File: config.mk
export PLATFORM = sky130hd
export DESIGN_NAME = shift_unit
export DESIGN_NICKNAME = d
export VERILOG_FILES = /design/src/rtl/shift_pkg.sv /design/src/rtl/shift_step.sv /design/src/rtl/shift_unit.sv
export SDC_FILE = /design/constraint.sdc
export NUM_CORES = 1
export LEC_CHECK = 0
export BUFFER_PORTS_ARGS = -buffer_cell sky130_fd_sc_hd__buf_2
export CORE_AREA = 3 3 95 133
export DETAILED_ROUTE_END_ITERATION = 8
export DIE_AREA = 0 0 98 136
export SYNTH_ARGS = -nofsm -noshare
export SYNTH_HDL_FRONTEND = slang
export SYNTH_HIERARCHICAL = 1
export SYNTH_SLANG_ARGS = --single-unit
File: constraint.sdc
create_clock -name clk -period 4.9 [get_ports clk]
set_input_delay 0 -clock clk [delete_from_list [all_inputs] [get_ports clk]]
set_output_delay 0 -clock clk [all_outputs]
set_load 0.01 [all_outputs]
File: src/rtl/shift_pkg.sv
// Shared types for the multi-cycle shifter: mode encoding and FSM states.
package shift_pkg;

    typedef enum logic [1:0] {
        SHIFT_SLL  = 2'b00,
        SHIFT_SRL  = 2'b01,
        SHIFT_SRA  = 2'b10,
        SHIFT_ROTR = 2'b11
    } shift_mode_e;

    typedef enum logic [1:0] {
        IDLE  = 2'b00,
        SHIFT = 2'b01,
        DONE  = 2'b10
    } state_e;

endpackage

File: src/rtl/shift_step.sv
// Single combinational shift stage: moves the accumulator by 0..MAX_STEP
// positions in the requested mode. SRA fills with the externally supplied
// sign so the fill stays that of the original operand across iterations.
module shift_step
    import shift_pkg::*;
#(
    parameter int WIDTH    = 32,
    parameter int MAX_STEP = 4,
    parameter int STEP_W   = $clog2(MAX_STEP + 1)
) (
    input  logic [WIDTH-1:0]  acc,
    input  logic [STEP_W-1:0] step,
    input  logic [1:0]        mode,
    input  logic              sign,
    output logic [WIDTH-1:0]  result
);

    // Select the shifted word for the current mode.
    always_comb begin
        // NOTE: every path assigns result (default first), so no latch is inferred.
        result = acc;
        case (shift_mode_e'(mode))
            SHIFT_SLL:  result = acc << step;
            SHIFT_SRL:  result = acc >> step;
            // Shift a sign-extended double word and keep the low half.
            SHIFT_SRA:  result = WIDTH'({{WIDTH{sign}}, acc} >> step);
            // Bits leaving the LSB come back in at the MSB.
            SHIFT_ROTR: result = WIDTH'({acc, acc} >> step);
            default:    result = acc;
        endcase
    end

endmodule

File: src/rtl/shift_unit.sv
// Multi-cycle shifter: accepts an operand in IDLE, shifts it at most
// MAX_STEP bits per clock in SHIFT, and holds the result in DONE until
// writeback takes it. All handshake outputs decode registered state only.
module shift_unit
    import shift_pkg::*;
#(
    parameter  int WIDTH    = 32,
    parameter  int MAX_STEP = 4,
    localparam int SHAMT_W  = $clog2(WIDTH)
) (
    input  logic               clk,
    input  logic               reset,
    input  logic               in_valid,
    output logic               in_ready,
    input  logic [WIDTH-1:0]   in_data,
    input  logic [SHAMT_W-1:0] in_shamt,
    input  logic [1:0]         in_mode,
    output logic               out_valid,
    input  logic               out_ready,
    output logic [WIDTH-1:0]   out_data,
    output logic               busy
);

    localparam int STEP_W = $clog2(MAX_STEP + 1);

    state_e             state;
    state_e             state_next;
    logic [WIDTH-1:0]   acc;
    logic [WIDTH-1:0]   acc_shifted;
    logic [SHAMT_W-1:0] remaining;
    logic [SHAMT_W-1:0] remaining_next;
    logic [STEP_W-1:0]  step;
    shift_mode_e        mode;
    logic               sign;

    // State register.
    always_ff @(posedge clk) begin
        // NOTE: sequential state uses non-blocking assignments so all registers see pre-edge values.
        if (reset) state <= IDLE;
        else       state <= state_next;
    end

    // Next-state decode.
    always_comb begin
        state_next = state;
        case (state)
            IDLE:    if (in_valid) state_next = (in_shamt != '0) ? SHIFT : DONE;
            SHIFT:   if (remaining_next == '0) state_next = DONE;
            DONE:    if (out_ready) state_next = IDLE;
            default: state_next = IDLE;
        endcase
    end

    // Handshake outputs, decoded from registered state only.
    always_comb begin
        in_ready  = (state == IDLE);
        out_valid = (state == DONE);
        busy      = (state != IDLE);
    end

    // Step size this cycle: min(remaining, MAX_STEP), and what is left after it.
    // remaining never exceeds WIDTH-1, so the narrowing casts are lossless.
    always_comb begin
        if (int'(remaining) >= MAX_STEP) step = STEP_W'(MAX_STEP);
        else                             step = STEP_W'(remaining);
        remaining_next = remaining - SHAMT_W'(step);
    end

    shift_step #(
        .WIDTH    (WIDTH),
        .MAX_STEP (MAX_STEP),
        .STEP_W   (STEP_W)
    ) u_step (
        .acc    (acc),
        .step   (step),
        .mode   (mode),
        .sign   (sign),
        .result (acc_shifted)
    );

    // Datapath: latch the request in IDLE, iterate in SHIFT, hold in DONE.
    always_ff @(posedge clk) begin
        // NOTE: the accumulator is reset because it drives out_data, which must read 0 after reset.
        if (reset) begin
            acc       <= '0;
            remaining <= '0;
            mode      <= SHIFT_SLL;
            sign      <= 1'b0;
        end else begin
            case (state)
                IDLE: begin
                    if (in_valid) begin
                        acc       <= in_data;
                        remaining <= in_shamt;
                        mode      <= shift_mode_e'(in_mode);
                        sign      <= in_data[WIDTH-1];
                    end
                end
                SHIFT: begin
                    acc       <= acc_shifted;
                    remaining <= remaining_next;
                end
                default: ;
            endcase
        end
    end

    assign out_data = acc;

endmodule

==> results of run 1 <==
-- worst reg2reg max path, delay by kind of cell, from the launching register on --
family / cells / cell delay [ns]
AND/OR/NAND/NOR: 3 / 1.24
multiplexers: 2 / 0.64
flip-flops: 1 / 0.39
buffers and inverters: 1 / 0.38
AO/OA/AOI/OAI: 2 / 0.32
-- worst paths after layout --
kind,slack [ns],startpoint,cells past startpoint,to
max reg2reg,1.77,remaining[3],8,out_data[30]
min reg2reg,0.52,remaining[1],2,remaining[1]
min,0.001,in_data[8],3,out_data[8]
max,1.77,remaining[3],8,out_data[30]
-- registers in the layout, summed over array words and instances, names as in the netlist --
name / cells
mode: 2
out_data: 32
remaining: 5
sign: 1
state: 2
-- layer usage --
layer | vias to the layer above | part of all wire (%)
met5 | - | 0
met3 | 25 | 6.2
met4 | 0 | 2.0
met2 | 191 | 51
li1 | 2041 | -
met1 | 2157 | 41
-- cell type report --
type,count,area [um^2],share of cell area [%]
multi-input cells,396,3510,65.3
flip-flops and latches,42,841,15.6
repair buffers,110,698,13.0
well taps,144,180,3.35
clock buffers,7,133,2.47
inverters,4,15.0,0.279
-- cells in the final DEF, fill, tap and decap left out, types with 7 or more instances in the layout --
cell,instances
mux4_1,24
o211ai_1,7
o21ai_0,12
dfxtp_1,42
nor2_1,73
dlygate4sd3_1,26
mux4_2,34
a311oi_2,14
nand2_1,80
buf_4,7
a311oi_1,20
buf_2,77
mux2i_1,29
a211oi_1,8
a21oi_1,16
-- logic make-up (layout without fill, tap and decap cells) --
kind of cell | Yosys count | count (layout) | share of synthesized area (%)
compound gates | 105 | 105 | 18.3
xor+xnor | 1 | 1 | 0.186
fa+ha+maj | 2 | 2 | 0.530
buf+inv | 58 | 121 | 7.93
flops | 42 | 42 | 17.8
mux | 93 | 93 | 37.2
other cells | 2 | 2 | 0.159
simple gates | 193 | 193 | 17.9
-- power by group --
group	switching, uW	internal, uW	leakage (uW)
registers	145	404	0.000349
logic	560	511	0.00164
clock network	143	187	0.0000640
-- timing repair --
action / 4_1_cts / 5_1_grt
setup endpoints to repair: 0 / 0
hold endpoints to repair: 26 / 0
hold buffers: 26 / 0
-- per-stage QoR --
step                      worst slack (ns)  instance area (um^2)  hold slack, ns  total power, uW  instances
final                                 1.77                  5370         0.00113             1950        703
after global routing                  1.55                  5370         0.00440             2080        703
after CTS                             1.80                  5370        0.000139             1950        703
after detailed placement              1.81                  4980           0.252             1600        670
after global placement                1.89                  4980           0.253             1590        670
after floorplan                       2.47                  4720           0.147             1360        496
==> summary.md, run 1 <==
| Metric | Value |
|---|---|
| Initial antenna violation count | `0` |
| Worst-Skew Late Latency | `0.29 ns` |
| Die ar. | `13300 um^2` |
| Synth Warn # | `6` |
| Top cell family by delay on the critical path | `simple AND/OR/NAND/NOR gates` |
| Post-synth EDFFs | `0` |
| Synth Flop Type | `dfxtp_1` |
| Max-Cap Viols | `0` |
| # Post-CTS Setup Buffers | `0` |
| Die Ht | `around 140 um` |
| RSZ-0062 raised after global routing | `no` |
| CP Capture Type | `flip-flop` |
| Vias in the first global route | `4091` |
| Diode count | `0` |
| # fillers | `1127` |
| DRC violations left | `0` |
| Most frequent cell after synthesis | `nand2_1` |
| Setup_tns | `0 ns` |
| Crit-path slowest cell | `and2_4` |
| Initial DRT Pass Iterations | `7` |
| Final count of negative-setup-slack endpoints | `0` |
| Post-cts sizing count | `0` |
| P_leak | `between 0.002 and 0.0025 uW` |
| Port Buf Inserts | `77` |
| Final core occ | `between 40% and 50%` |
| Met2 Use GR | `35.6%` |
| CTS tree | `done` |
| CTS root buffer | `clkbuf_16` |
| Layout area overhead | `13.9%` |
| Critical Path Max Stage Delay | `0.84 ns` |
| Setup CP Type | `flip-flop to flip-flop` |
| Max-slew violation count | `0` |
| Clock slew at reported path FFs | `around 0.060 ns` |
| Bufs and invs on worst path | `1` |
| Post-DP HPWL | `roughly 9.2 mm` |
| Final Hold Vio Count | `0` |
| Worst-margin pin slew | `between 1 and 1.5 ns` |
| Largest net degree at the start of global routing | `70` |
| Fin crit share | `approximately 64%` |
| Share of cells above drive strength 1 | `between 20% and 30%` |
| Num rows | `between 40 and 50` |
| Critical path launch point type | `flip-flop` |
| Total track usage | `20.2%` |
| DR vias/cell | `6.28` |
| Max FO, Critical Path | `slightly below 70` |
| Total grt overflow | `0` |
| Max VDD drop | `0.229 mV` |
| Initial core utilization | `about two fifths` |
| IO Pins | `78` |
| #FFs+latches synth | `42` |
| Skew final | `0.00460 ns` |
| Post-Syn Instances | `slightly below 500` |
| Crit path cell chain | `nor3_1, and2_4, buf_4, mux4_2, o22ai_1, mux2i_1, nand2_1, a311oi_1` |
| Worst Path Required | `roughly 5.0 ns` |
| Crit path DAT | `3.26 ns` |
| DR vias | `4414` |
| Seq/Total Area, Yosys | `17.8%` |
| Core area | `approximately 11000 um^2` |
| Post-synth top cells | `80 x nand2_1, 73 x nor2_1, 42 x dfxtp_1` |
| DRT Wirelength | `13.6 mm` |
| Min Tclk post-route | `around 3.1 ns` |
| Fin nets | `604` |
| Post-synth top area share | `about 18%` |
| First-pass GRT wire length | `~22 mm` |
| H-tree depth | `2` |
| DRT antenna net count | `0` |
| Bufs on Longest Clock Path | `2` |
| Outcome | `completed` |
| Async S/R FF share, synth | `0%` |
| DR WL/cell | `around 19 um` |
| Syn_nets | `between 500 and 600` |
| Die width | `between 90 and 100 um` |
| Met1 GRT Util | `between 20% and 30%` |
| Mapped cell area | `4720 um^2` |
| Gpl congestion | `0.872` |
| Area leader, netlist | `dfxtp_1` |
| Max Fclk | `320 MHz` |
| Pwr dens | `363 nW/um^2` |
| Drt initial violations | `approximately 290` |
| Hold WC Path Type | `input port to flip-flop` |
| Synth area leaders | `dfxtp_1 18%, mux4_2 16%, mux4_1 13%, nand2_1 6.4%, mux2i_1 6.2%` |
| Max-Slew Margin vs Limit | `14.0%` |
| Clock buffer count from CTS | `5` |
| Synth Area per Inst | `around 9.5 um^2` |
| Yosys cell types | `53` |
| GR Util met3 | `between 3 and 4%` |
| Top Usage Layer GRT | `met2` |
| Clock sinks | `between 40 and 50` |
Note: power is estimated with default switching activity, not from simulation.
==> inputs of run 2 (changes only) <==
==> constraint.sdc (replaced) <==
create_clock -name clk -period 2.9 [get_ports clk]
set_input_delay 0 -clock clk [delete_from_list [all_inputs] [get_ports clk]]
set_output_delay 0 -clock clk [all_outputs]
set_load 0.01 [all_outputs]
==> summary.md, run 2 (same netlist as run 1, synthesis figures left out) <==
| Metric | Value |
|---|---|
| Die ar. | `13300 um^2 (unchanged)` |
| H-tree depth | `2 (unchanged)` |
| Reg area | `841 um^2 (unchanged)` |
| Design Power | `3370 uW (was 1950 uW)` |
| Critical path launch point type | `flip-flop (unchanged)` |
| Final count of negative-setup-slack endpoints | `0 (unchanged)` |
| Hold WC Path Type | `input port to flip-flop (unchanged)` |
| Post-DP HPWL | `9.57 mm (was 9.20 mm)` |
| Port Buf Inserts | `77 (unchanged)` |
| Drt initial violations | `289 (unchanged)` |
| Min Tclk post-route | `2.57 ns (was 3.13 ns)` |
| DRC violations left | `0 (unchanged)` |
| DRT antenna net count | `0 (unchanged)` |
| Commonest non-fill, non-tap cell in the layout | `nand2_1 (unchanged)` |
| P_leak | `0.00212 uW (was 0.00205 uW)` |
| Crit path DAT | `2.70 ns (was 3.26 ns)` |
| Max Fclk | `389 MHz (was 320 MHz)` |
| Initial DRT Pass Iterations | `5 (was 7)` |
| DRT Wirelength | `13.8 mm (was 13.6 mm)` |
| First-pass GRT wire length | `22.7 mm (was 21.9 mm)` |
| CTS root buffer | `clkbuf_16 (unchanged)` |
| Max FO, Critical Path | `26 (was 69)` |
| Clock buffer count from CTS | `5 (unchanged)` |
| Total grt overflow | `0 (unchanged)` |
| Max-Slew Margin vs Limit | `30.7% (was 14.0%)` |
| Share of cells above drive strength 1 | `29.5% (was 27.7%)` |
| Clock sinks | `42 (unchanged)` |
| DR vias | `4422 (was 4414)` |
| Layout area overhead | `16.5% (was 13.9%)` |
| Core area | `11500 um^2 (unchanged)` |
| Total track usage | `20.9% (was 20.2%)` |
| IO Pins | `78 (unchanged)` |
| Area of the multi-input gates | `3510 um^2 (about the same)` |
| Bufs on Longest Clock Path | `2 (unchanged)` |
| # fillers | `1095 (was 1127)` |
| Fin crit share | `88.6% (was 63.8%)` |
| Largest net degree at the start of global routing | `69 (was 70)` |
| DR vias/cell | `6.20 (was 6.28)` |
| Vias in the first global route | `4307 (was 4091)` |
| Die width | `98 um (unchanged)` |
| Worst-Skew Late Latency | `0.29 ns (about the same)` |
| Worst-margin pin slew | `1.04 ns (was 1.29 ns)` |
| Gpl congestion | `0.864 (was 0.872)` |
| CP Capture Type | `flip-flop (unchanged)` |
| Max-slew violation count | `0 (unchanged)` |
| CTS tree | `done (unchanged)` |
| Setup CP Type | `flip-flop to flip-flop (unchanged)` |
| Skew final | `0.00366 ns (was 0.00460 ns)` |
| Fin nets | `613 (was 604)` |
| Pwr dens | `613 nW/um^2 (was 363 nW/um^2)` |
| RSZ-0062 raised after global routing | `no (unchanged)` |
| Max-Cap Viols | `0 (unchanged)` |
| Diode count | `0 (unchanged)` |
| Outcome | `completed (unchanged)` |
| Final core occ | `48.0% (was 46.9%)` |
| Final Hold Vio Count | `0 (unchanged)` |
| Most frequent cells in the layout | `80 x nand2_1, 77 x buf_2, 73 x nor2_1 (unchanged)` |
| Max VDD drop | `0.393 mV (was 0.229 mV)` |
| Worst Path Required | `3.03 ns (was 5.03 ns)` |
| Setup_tns | `0 ns (unchanged)` |
| # Post-CTS Setup Buffers | `0 (unchanged)` |
| Clock slew at reported path FFs | `0.06 ns (about the same)` |
| Initial antenna violation count | `0 (unchanged)` |
| Num rows | `46 (unchanged)` |
| DR WL/cell | `19.4 um (about the same)` |
| Die Ht | `136 um (unchanged)` |
| Max reg flops | `32 (unchanged)` |
| Initial core utilization | `41.2% (unchanged)` |
[run 2: changes by cell type in the layout (fill, tap and decap cells not counted)]
cell	change
nor3_2	+1
nor3_1	-1
clkbuf_1	-1
clkinv_2	+1
buf_12	+3
clkbuf_8	+1
dlygate4sd3_1	-1
buf_4	+7
[run 2: final cells by class]
| class | count | area share [%] |
|---|---|---|
| Sequential cell | 42 | 15.3 |
| Timing Repair Buffer | 119 | 14.6 |
| Multi-Input combinational cell | 396 | 63.9 |
| Tap cell | 144 | 3.28 |
| Clock buffer | 7 | 2.60 |
| Inverter | 4 | 0.273 |
| Clock inverter | 1 | 0.0911 |
[run 2: worst max-delay path, cell delays in order (launching register included)]
cell,delay [ns]
dfxtp_1,0.40
nor3_2,0.23
and2_4,0.24
buf_12,0.20
mux4_1,0.63
mux4_2,0.50
nand2_1,0.09
a311oi_2,0.09
[run 2: timing repair]
action / 4_1_cts / 5_1_grt
resized for setup: 0 / 1
setup endpoints to repair: 0 / 1
endpoints found under the hold margin: 25 / 0
hold buffers: 25 / 0
[run 2: stage by stage]
| step | worst slack, ns | hold WS (ns) | instances | area [um^2] |
|---|---|---|---|---|
| finish | 0.332 | 0.00385 | 713 | 5500 |
| global route | 0.0969 | 0.0137 | 713 | 5500 |
| CTS | 0.257 | 0.00157 | 713 | 5490 |
| detailed placement | 0.267 | 0.246 | 680 | 5090 |
| global placement | 0.301 | 0.246 | 680 | 5090 |
| floorplan | 0.472 | 0.147 | 496 | 4720 |
[run 2: layer usage]
layer	vias to the layer above	global-route usage (%)	wire [um]
li1	2066	-	-
met2	164	36.4	7020
met4	0	7.85	448
met1	2154	26.3	5650
met5	-	0	0
met3	38	2.82	698
[run 2: power by group]
part	internal [uW]	switching [uW]	leakage, uW
Combinational	902	959	0.00170
Clock	342	243	0.0000739
Sequential	682	242	0.000349
Total	1930	1440	0.00212
[run 2: path summary, 6_finish.rpt]
kind                      from  slack, ns  cells after the start           end
setup / recovery  remaining[3]       0.33                      7  out_data[20]
hold / removal     in_data[25]      0.004                      3  out_data[25]
setup reg to reg  remaining[3]       0.33                      7  out_data[20]
hold reg to reg   remaining[1]       0.52                      2  remaining[1]
==> inputs of run 3 (changes only) <==
--- a/config.mk
+++ b/config.mk
@@ -6,9 +6,9 @@
 export NUM_CORES = 1
 export LEC_CHECK = 0
 export BUFFER_PORTS_ARGS = -buffer_cell sky130_fd_sc_hd__buf_2
-export CORE_AREA = 3 3 95 133
+export CORE_AREA = 3 3 103 144
 export DETAILED_ROUTE_END_ITERATION = 8
-export DIE_AREA = 0 0 98 136
+export DIE_AREA = 0 0 106 147
 export SYNTH_ARGS = -nofsm -noshare
 export SYNTH_HDL_FRONTEND = slang
 export SYNTH_HIERARCHICAL = 1
==> summary.md, run 3 (same netlist as run 1, synthesis figures left out) <==
| Metric | Value |
|---|---|
| Outcome | `completed (unchanged)` |
| Fin cells | `757 (was 713)` |
| Initial DRT Pass Iterations | `5 (unchanged)` |
| Cells after DPL | `725 (was 680)` |
| Worst-Skew Late Latency | `0.29 ns (about the same)` |
| Worst Path Required | `3.04 ns (was 3.03 ns)` |
| Design Power | `3460 uW (was 3370 uW)` |
| DRC violations left | `0 (unchanged)` |
| Clock sinks | `42 (unchanged)` |
| Min Tclk post-route | `2.72 ns (was 2.57 ns)` |
| Fin nets | `619 (was 613)` |
| # fillers | `1358 (was 1095)` |
| Die width | `106 um (was 98 um)` |
| Total grt overflow | `0 (unchanged)` |
| Die Ht | `147 um (was 136 um)` |
| DR WL/cell | `18.8 um (was 19.4 um)` |
| Setup_tns | `0 ns (unchanged)` |
| Diode count | `0 (unchanged)` |
| Core area | `13500 um^2 (was 11500 um^2)` |
| Max VDD drop | `0.266 mV (was 0.393 mV)` |
| Critical path launch point type | `flip-flop (unchanged)` |
| P_leak | `0.00215 uW (was 0.00212 uW)` |
| Share of cells above drive strength 1 | `30.1% (was 29.5%)` |
| Post-cts hold buffer count | `24 (was 25)` |
| Max FO, Critical Path | `25 (was 26)` |
| IO Pins | `78 (unchanged)` |
| Vias in the first global route | `4339 (was 4307)` |
| Skew final | `0.00770 ns (was 0.00366 ns)` |
| First-pass GRT wire length | `22.9 mm (was 22.7 mm)` |
| Post-cts sizing count | `0 (unchanged)` |
| DRT Wirelength | `14.3 mm (was 13.8 mm)` |
| Final Hold Vio Count | `0 (unchanged)` |
| Hold WC Path Type | `input port to flip-flop (unchanged)` |
| CP Capture Type | `flip-flop (unchanged)` |
| H-tree depth | `2 (unchanged)` |
| Largest net degree at the start of global routing | `39 (was 69)` |
| Final count of negative-setup-slack endpoints | `0 (unchanged)` |
| Setup CP Type | `flip-flop to flip-flop (unchanged)` |
| Port Buf Inserts | `77 (unchanged)` |
| Max reg flops | `32 (unchanged)` |
| Bufs on Longest Clock Path | `2 (unchanged)` |
| RSZ-0062 raised after global routing | `no (unchanged)` |
| Clock slew at reported path FFs | `0.07 ns (was 0.06 ns)` |
| Pwr dens | `619 nW/um^2 (was 613 nW/um^2)` |
| DRT antenna net count | `0 (unchanged)` |
| Final Hold Slack | `0.0108 ns (was 0.00385 ns)` |
| Worst hold stages | `3 (unchanged)` |
| Clock buffer count from CTS | `5 (unchanged)` |
| Worst-margin pin slew | `0.557 ns (was 1.04 ns)` |
| Reg2reg path depth | `7 (unchanged)` |
| Num rows | `50 (was 46)` |
| CTS tree | `done (unchanged)` |
| Drt initial violations | `482 (was 289)` |
| DR vias | `4526 (was 4422)` |
| Total track usage | `18.0% (was 20.9%)` |
| Fin crit share | `93.6% (was 88.6%)` |
| Crit path DAT | `2.86 ns (was 2.70 ns)` |
| Max Fclk | `368 MHz (was 389 MHz)` |
| Layout area overhead | `18.6% (was 16.5%)` |
| # Post-CTS Setup Buffers | `0 (unchanged)` |
| Commonest non-fill, non-tap cell in the layout | `nand2_1 (unchanged)` |
| DR vias/cell | `5.98 (was 6.20)` |
| Initial core utilization | `34.9% (was 41.2%)` |
| Max-Slew Margin vs Limit | `62.8% (was 30.7%)` |
| Die ar. | `15600 um^2 (was 13300 um^2)` |
| Post-DP HPWL | `10.2 mm (was 9.57 mm)` |
| CTS root buffer | `clkbuf_16 (unchanged)` |
| Initial antenna violation count | `0 (unchanged)` |
| Most frequent cells in the layout | `80 x nand2_1, 77 x buf_2, 73 x nor2_1 (unchanged)` |
| Max-Cap Viols | `0 (unchanged)` |
| Max-slew violation count | `0 (unchanged)` |
| Gpl congestion | `0.901 (was 0.864)` |
## run 3: cell types whose count changed in the layout (fill, tap and decap cells not counted), sizes merged
cell         change
dlygate4sd3      -1
clkinv           -1
bufinv           +1
buf              +7
## run 3: metrics by stage
step / setup WS (ns) / utilization [%] / instance area, um^2
floorplan: 0.472 / - / 4720
global placement: 0.313 / 38.4 / 5190
detailed placement: 0.227 / 38.4 / 5190
CTS: 0.206 / 41.4 / 5600
global route: 0.0461 / 41.4 / 5600
finish: 0.185 / 41.4 / 5600
## run 3: worst paths after layout
kind / startpoint / endpoint / slack (ns)
max: remaining[3] / out_data[20] / 0.18
min: in_data[14] / out_data[14] / 0.01
min reg2reg: remaining[1] / remaining[1] / 0.54
max reg2reg: remaining[3] / out_data[20] / 0.18
## run 3: where the power goes
part	switching (uW)	internal (uW)	total, uW
Sequential	250	682	932
Combinational	971	916	1890
Clock	236	408	644
Total	1460	2010	3460
## run 3: final cells by class
type / instances / area, um^2 / share of cell area [%]
well taps: 182 / 228 / 4.07
inverters: 4 / 15.0 / 0.268
clock inverters: 1 / 30.0 / 0.537
multi-input cells: 396 / 3510 / 62.7
flip-flops and latches: 42 / 841 / 15.0
clock buffers: 7 / 133 / 2.37
repair buffers: 125 / 843 / 15.1
## run 3: per-layer routing
layer  GRT usage (%)  up-vias  part of all wire, %  routed length, um
met2            31.7      218                   51               7250
met1            22.6     2204                   40               5760
met5               0        -                    0                  0
met3            2.46       29                  6.2                883
met4            6.09        0                  2.6                368
li1                -     2075                    -                  -
## run 3: critical path, stage by stage, from the launching register on
cell	delay, ns
dfxtp_1	0.40
nor3_1	0.33
and2_4	0.30
buf_12	0.21
mux4_1	0.65
mux4_2	0.49
nand2_1	0.08
a311oi_2	0.09
